## config.mk

```make
export PLATFORM = sky130hd
export DESIGN_NAME = msk_aes_stream_driver_flat
export DESIGN_NICKNAME = d
export VERILOG_FILES = /design/src/rtl/msk_aes_stream_driver_if.sv /design/src/rtl/msk_aes_stream_driver.sv /design/src/flat_wrapper.sv
export SDC_FILE = /design/constraint.sdc
export NUM_CORES = 1
export LEC_CHECK = 0
export CAP_MARGIN = 20
export CORE_AREA = 3 3 455 457
export DETAILED_ROUTE_END_ITERATION = 16
export DIE_AREA = 0 0 458 460
export GPL_ROUTABILITY_DRIVEN = 0
export PLACE_DENSITY = 0.37
export RECOVER_POWER = 25
export SYNTH_ARGS = -nofsm -noshare
export SYNTH_HDL_FRONTEND = slang
export SYNTH_SLANG_ARGS = --single-unit
export TNS_END_PERCENT = 1
```

## constraint.sdc

```tcl
create_clock -name clk -period 3.5 [get_ports clk]
set_input_delay 0.875 -clock clk [delete_from_list [all_inputs] [get_ports clk]]
set_output_delay 0.875 -clock clk [all_outputs]
set_load 0.1 [all_outputs]
```

## src/rtl/msk_aes_stream_driver_if.sv

```systemverilog
// Stream, core-issue and core-result signals for msk_aes_stream_driver; NSHARES sets the share count.
// The key_reuse wire exists only when MSKDRV_KEY_REUSE_EN is defined.
`ifndef NSHARES
`define NSHARES 2
`endif

interface msk_aes_stream_driver_if #(parameter int d = `NSHARES);
  logic [32*d-1:0]  s_data;
  logic             s_valid;
  logic             s_ready;
`ifdef MSKDRV_KEY_REUSE_EN
  logic             key_reuse;
`endif
  logic             aes_valid_in;
  logic             aes_in_ready;
  logic [128*d-1:0] aes_sh_data_in;
  logic [256*d-1:0] aes_sh_key;
  logic             aes_out_valid;
  logic             aes_out_ready;
  logic [128*d-1:0] aes_sh_data_out;
  logic [32*d-1:0]  m_data;
  logic             m_valid;
  logic             m_ready;

  modport master (
    input  s_data, s_valid,
`ifdef MSKDRV_KEY_REUSE_EN
    input  key_reuse,
`endif
    output s_ready,
    output aes_valid_in, aes_sh_data_in, aes_sh_key,
    input  aes_in_ready,
    input  aes_out_valid, aes_sh_data_out,
    output aes_out_ready,
    output m_data, m_valid,
    input  m_ready
  );

  modport slave (
    output s_data, s_valid,
`ifdef MSKDRV_KEY_REUSE_EN
    output key_reuse,
`endif
    input  s_ready,
    input  aes_valid_in, aes_sh_data_in, aes_sh_key,
    output aes_in_ready,
    output aes_out_valid, aes_sh_data_out,
    input  aes_out_ready,
    input  m_data, m_valid,
    output m_ready
  );
endinterface

```

## src/rtl/msk_aes_stream_driver.sv

```systemverilog
// Packs 8 masked stream beats into key/plaintext, issues one AES-128 run, drains 4 masked result words.
// Outputs decode registered state only; stalls on s_valid/in_ready/m_ready. MSKDRV_KEY_REUSE_EN adds 4-beat key reuse.
`ifndef NSHARES
`define NSHARES 2
`endif

module msk_aes_stream_driver #(
  parameter int d = `NSHARES
) (
  input logic                      clk,
  input logic                      rst,
  msk_aes_stream_driver_if.master  bus
);
  localparam int W = 32*d;
  localparam int B = 128*d;

  localparam logic [0:0] LOAD  = 1'b0;
  localparam logic [0:0] ISSUE = 1'b1;
  localparam logic [0:0] EMPTY = 1'b0;
  localparam logic [0:0] SEND  = 1'b1;

  logic [0:0]   in_state;
  logic [0:0]   out_state;
  logic [2:0]   beat;
  logic [2:0]   slot;
  logic [1:0]   k;
  logic [B-1:0] key_reg;
  logic [B-1:0] pt_reg;
  logic [B-1:0] ct_reg;

  assign bus.s_ready        = (in_state == LOAD);
  assign bus.aes_valid_in   = (in_state == ISSUE);
  assign bus.aes_sh_data_in = (in_state == ISSUE) ? pt_reg : {B{1'b0}};
  assign bus.aes_sh_key     = {{B{1'b0}}, ((in_state == ISSUE) ? key_reg : {B{1'b0}})};
  assign bus.aes_out_ready  = (out_state == EMPTY);
  assign bus.m_valid        = (out_state == SEND);
  assign bus.m_data         = (out_state == SEND) ? ct_reg[W*k +: W] : {W{1'b0}};

  // Slots 0-3 address key words, 4-7 plaintext words; a reuse beat 0 lands in slot 4.
  always_comb begin
    slot = beat;
`ifdef MSKDRV_KEY_REUSE_EN
    if (beat == 3'd0 && bus.key_reuse) slot = 3'd4;
`endif
  end

  always_ff @(posedge clk or negedge rst) begin
    if (!rst) begin
      in_state <= LOAD;
      beat     <= 3'd0;
      key_reg  <= {B{1'b0}};
      pt_reg   <= {B{1'b0}};
    end else if (in_state == LOAD) begin
      if (bus.s_valid) begin
        if (slot[2]) pt_reg[W*slot[1:0] +: W]  <= bus.s_data;
        else         key_reg[W*slot[1:0] +: W] <= bus.s_data;
        if (slot == 3'd7) in_state <= ISSUE;
        else              beat     <= slot + 3'd1;
      end
    end else begin
      if (bus.aes_in_ready) begin
        in_state <= LOAD;
        beat     <= 3'd0;
        pt_reg   <= {B{1'b0}};
`ifndef MSKDRV_KEY_REUSE_EN
        key_reg  <= {B{1'b0}};
`endif
      end
    end
  end

  always_ff @(posedge clk or negedge rst) begin
    if (!rst) begin
      out_state <= EMPTY;
      k         <= 2'd0;
      ct_reg    <= {B{1'b0}};
    end else if (out_state == EMPTY) begin
      if (bus.aes_out_valid) begin
        ct_reg    <= bus.aes_sh_data_out;
        out_state <= SEND;
      end
    end else begin
      if (bus.m_ready) begin
        if (k == 2'd3) begin
          ct_reg    <= {B{1'b0}};
          k         <= 2'd0;
          out_state <= EMPTY;
        end else begin
          k <= k + 2'd1;
        end
      end
    end
  end
endmodule

```

## src/flat_wrapper.sv

```systemverilog
// flat-port wrapper written by rule: the top's interface ports become plain ports
module msk_aes_stream_driver_flat 
#(
  parameter int d = `NSHARES
)
  (clk, rst, bus_s_data, bus_s_valid, bus_s_ready, bus_aes_valid_in, bus_aes_sh_data_in, bus_aes_sh_key, bus_aes_in_ready, bus_aes_out_valid, bus_aes_sh_data_out, bus_aes_out_ready, bus_m_data, bus_m_valid, bus_m_ready);
  msk_aes_stream_driver_if #(.d(d)) bus_i ();
  input logic clk;
  input logic rst;
  input wire logic [$bits(bus_i.s_data)-1:0] bus_s_data;
  input wire logic [$bits(bus_i.s_valid)-1:0] bus_s_valid;
  output wire logic [$bits(bus_i.s_ready)-1:0] bus_s_ready;
  output wire logic [$bits(bus_i.aes_valid_in)-1:0] bus_aes_valid_in;
  output wire logic [$bits(bus_i.aes_sh_data_in)-1:0] bus_aes_sh_data_in;
  output wire logic [$bits(bus_i.aes_sh_key)-1:0] bus_aes_sh_key;
  input wire logic [$bits(bus_i.aes_in_ready)-1:0] bus_aes_in_ready;
  input wire logic [$bits(bus_i.aes_out_valid)-1:0] bus_aes_out_valid;
  input wire logic [$bits(bus_i.aes_sh_data_out)-1:0] bus_aes_sh_data_out;
  output wire logic [$bits(bus_i.aes_out_ready)-1:0] bus_aes_out_ready;
  output wire logic [$bits(bus_i.m_data)-1:0] bus_m_data;
  output wire logic [$bits(bus_i.m_valid)-1:0] bus_m_valid;
  input wire logic [$bits(bus_i.m_ready)-1:0] bus_m_ready;
  assign bus_i.s_data = bus_s_data;
  assign bus_i.s_valid = bus_s_valid;
  assign bus_s_ready = bus_i.s_ready;
  assign bus_aes_valid_in = bus_i.aes_valid_in;
  assign bus_aes_sh_data_in = bus_i.aes_sh_data_in;
  assign bus_aes_sh_key = bus_i.aes_sh_key;
  assign bus_i.aes_in_ready = bus_aes_in_ready;
  assign bus_i.aes_out_valid = bus_aes_out_valid;
  assign bus_i.aes_sh_data_out = bus_aes_sh_data_out;
  assign bus_aes_out_ready = bus_i.aes_out_ready;
  assign bus_m_data = bus_i.m_data;
  assign bus_m_valid = bus_i.m_valid;
  assign bus_i.m_ready = bus_m_ready;
  msk_aes_stream_driver #(.d(d)) u_core (.clk(clk), .rst(rst), .bus(bus_i));
endmodule
```

==> flow_summary_export.csv <==
group,metric,value,unit
detailed_routing,drt-pass1-iter-count,5,
setup_path,worst_r2r_startpoint,"u_core.beat[0]",
synthesis,yosys.area_share.adder,0.002195,
grt,grt_met1_usage,0.2019,
setup_path,critical_path.endpoint_type,"primary output",
floorplanning,die_x,458,um
synthesis,area_fraction_in_compound_gates_after_synthesis,0.03675,
detailed_routing,routed-via-count,29340,
detailed_routing,drt_drc_violations_left,0,
layout,area_growth,49.44,%
synthesis,synth_flop_cell,"sky130_fd_sc_hd__dfrtp_1",
floorplanning,die_area,210700,um^2
detailed_routing,average_vias_per_placed_instance,4.017,
place,io_buffer_count,905,
setup_path,reg2reg_slack,0.65,ns
clock_network,cts_tree,"done",
setup_path,reg2reg_to,"u_core.pt_reg[127]",
clock_network,cts_hold_buffers,0,
run_status,violated_checks,"max-capacitance violations, max-slew violations",
setup_path,worst_setup_path_start_kind,"flop",
clock_network,clk_pin_slew,0.06,ns
sta,finalWorstSetupSlack,0.1037,ns
min_path,min_delay_path_depth,1,
detailed_routing,drt-total-wl,178100,um
synthesis,combinational_family_with_the_most_area_after_synthesis,"multiplexers",
synthesis,synth-xor-area-share,0.0002195,
clock_network,cts-buffers-inserted,99,
synthesis,synth_cell_type_count,40,
power_and_ir_drop,p_per_area,755.3,nW/um^2
floorplanning,initial_utilization,0.1956,
min_path,hold_start,"u_core.pt_reg[89]",
layout,final-instance-count-excl-fill,7303,
synthesis,synthCells,3671,
grt,gr-usage-met3,0.06526,
setup_path,criticalPathCategory,"flop to primary output",
setup_path,path_depth_of_the_worst_reg2reg_path,6,
grt,grt_first_pass_wirelength,248600,um
synthesis,yosysWarnings,0,
floorplanning,core_area,204000,um^2
grt,grt_antenna_before_repair,31,
synthesis,post_synthesis_average_cell_area,10.87,um^2
clock_network,max_buffers_root_to_sink,3,
detailed_routing,final_antenna_net_count,0,
floorplanning,pin_count,1162,
layout,layout_commonest_cell,"sky130_fd_sc_hd__dfrtp_1",
min_path,hold-path-endpoint,"u_core.pt_reg[89]",
sta,timing.final.crit_period,3.396,ns
clock_network,cts-root-buf,"sky130_fd_sc_hd__clkbuf_16",
floorplanning,floorplan.die.height,460,um
floorplanning,rows,166,
grt,via_count_of_the_first_global_routing_pass,31150,
power_and_ir_drop,vdd_ir_drop_max,0.7505,mV
grt,grt_busiest_layer,"met2",
place,hpwlAfterDp,129500,um
place,placed_cells,7098,
layout,finish.net_count,4850,
sta,timing.clock.skew,0.02226,ns
clock_network,h_tree_level_count,3,
sta,final_max_slew_violation_count,54,
sta,achievable-frequency,0.2944,GHz
min_path,hold_path_class,"flop to flop",
synthesis,syn-cell-area,39900,um^2
sta,period_share,0.9704,
place,dpl_worst_slack,0.2468,ns
sta,slew_headroom,-0.8349,
setup_path,path_max_fanout,7,
detailed_routing,first_iter_violations,1546,
grt,pin_count_of_the_biggest_net_entering_global_routing,140,
synthesis,synth_area_in_simple_gates,0.1744,
sta,timing.final.setup_violations,0,
power_and_ir_drop,power.static_leakage,0.02711,uW
synthesis,synth_edf_count,0,
grt,grt.met2_usage,0.2661,
run_status,run_status,"finished with violations",
sta,worst_pin_slew,2.752,ns
layout,drive_above_1_share,0.3134,
setup_path,timing.critical_path.arrival,2.52,ns
clock_network,cts.sinks,775,
synthesis,async_reset_ff_frac,1.000,
synthesis,synth.yosys.seq_area_share,0.4860,
detailed_routing,wl_per_cell,24.39,um
sta,grt_setup_unrepaired,"yes",
run,maxCapViolations,1,
clock_network,insertion_delay,0.72,ns
synthesis,yosys_register_bits,775,
sta,hold_violations,0,
layout,mostFrequentLayoutCells,"770 x sky130_fd_sc_hd__dfrtp_1, 563 x sky130_fd_sc_hd__and2_1, 533 x sky130_fd_sc_hd__buf_12, 328 x sky130_fd_sc_hd__mux2_2, 323 x sky130_fd_sc_hd__clkdlybuf4s50_1",
synthesis,share_of_synthesized_area_spent_on_multiplexers,0.1946,
grt,global_router_s_overall_resource_usage,0.1639,
setup_path,critical_path_required,2.62,ns
grt,globalRouteOverflowTotal,0,
[per-layer routing]
| metal | vias up | routed length [um] |
|---|---|---|
| met5 | - | 124 |
| met4 | 24 | 3996 |
| met3 | 192 | 15350 |
| met2 | 867 | 84450 |
| met1 | 14940 | 74170 |
| li1 | 13320 | - |
[worst max path at each step]
stage	startpoint	endpoint	slack [ns]
after floorplan	u_core.bus.aes_valid_in	bus_aes_sh_data_in[105]	-0.07
after global placement	bus_s_data[33]	u_core.key_reg[161]	0.28
after detailed placement	bus_s_data[33]	u_core.pt_reg[161]	0.25
after CTS	u_core.k[0]	bus_m_data[39]	-0.05
after global routing	u_core.k[0]	bus_m_data[58]	-0.04
final	u_core.k[0]	bus_m_data[58]	0.10
[per-stage QoR]
| step | utilization | instance area [um^2] | total power [uW] | hold slack [ns] | TNS, ns |
|---|---|---|---|---|---|
| after detailed placement | 0.2758 | 56250 | 34980 | 0.4818 | 0 |
| after global placement | 0.2758 | 56250 | 34900 | 0.4702 | 0 |
| after floorplan | - | 40860 | 26510 | 0.4564 | -14.30 |
| final | 0.2924 | 59630 | 45040 | 0.4956 | 0 |
| after CTS | 0.2921 | 59580 | 45830 | 0.1303 | -0.2243 |
| after global routing | 0.2922 | 59600 | 47300 | 0.5019 | -1.626 |
[power breakdown]
group / total, uW / internal [uW] / leakage, uW / switching (uW)
logic: 21700 / 7710 / 0.0150 / 14000
clock network: 10400 / 6080 / 0.00160 / 4310
registers: 12900 / 11400 / 0.0105 / 1560
total: 45000 / 25200 / 0.0271 / 19900
[logic make-up after synthesis]
group	Yosys count
DFF	775
buffers and inverters	789
AOI/OAI and AO/OA	280
adders and majority gates	7
muxes	569
xor gates and xnor gates	1
and+or+nand+nor	1249
other	1
[cells in the mapped netlist, types with 64 or more instances]
| master | count | share of area |
|---|---|---|
| sky130_fd_sc_hd__buf_4 | 275 | 0.052 |
| sky130_fd_sc_hd__nand3_1 | 271 | 0.034 |
| sky130_fd_sc_hd__o21ai_0 | 269 | 0.034 |
| sky130_fd_sc_hd__nand2_1 | 72 | 0.0068 |
| sky130_fd_sc_hd__nor2_1 | 123 | 0.012 |
| sky130_fd_sc_hd__mux2_2 | 328 | 0.093 |
| sky130_fd_sc_hd__clkbuf_1 | 189 | 0.018 |
| sky130_fd_sc_hd__mux2_4 | 170 | 0.064 |
| sky130_fd_sc_hd__dfrtp_1 | 775 | 0.49 |
| sky130_fd_sc_hd__inv_1 | 260 | 0.024 |
| sky130_fd_sc_hd__and2_1 | 578 | 0.091 |
| sky130_fd_sc_hd__mux4_2 | 64 | 0.036 |
| sky130_fd_sc_hd__nor3_1 | 64 | 0.0080 |
[worst max-delay path: stages (launching register included)]
cell	delay, ns
sky130_fd_sc_hd__dfrtp_4	0.57
sky130_fd_sc_hd__buf_6	0.15
sky130_fd_sc_hd__buf_6	0.13
sky130_fd_sc_hd__mux4_2	0.54
sky130_fd_sc_hd__and2_1	0.22
sky130_fd_sc_hd__buf_12	0.17
[cell type report]
class	count	area, um^2
repair buffers	1018	15200
fillers	20980	144300
multi-input cells	2362	17390
flip-flops and latches	775	19410
diodes	20	50.05
clock inverters	22	226.5
clock buffers	157	3009
inverters	261	987.2
well taps	2688	3363
[timing repair]
item / 4_1_cts / 5_1_grt
pin swaps: 2 / 0
setup buffers: 4 / 1
gates resized for setup: 16 / 11
cloned: 0 / 1
endpoints found under the setup margin: 48 / 126
No activity file was read; power rests on OpenSTA's default activity.
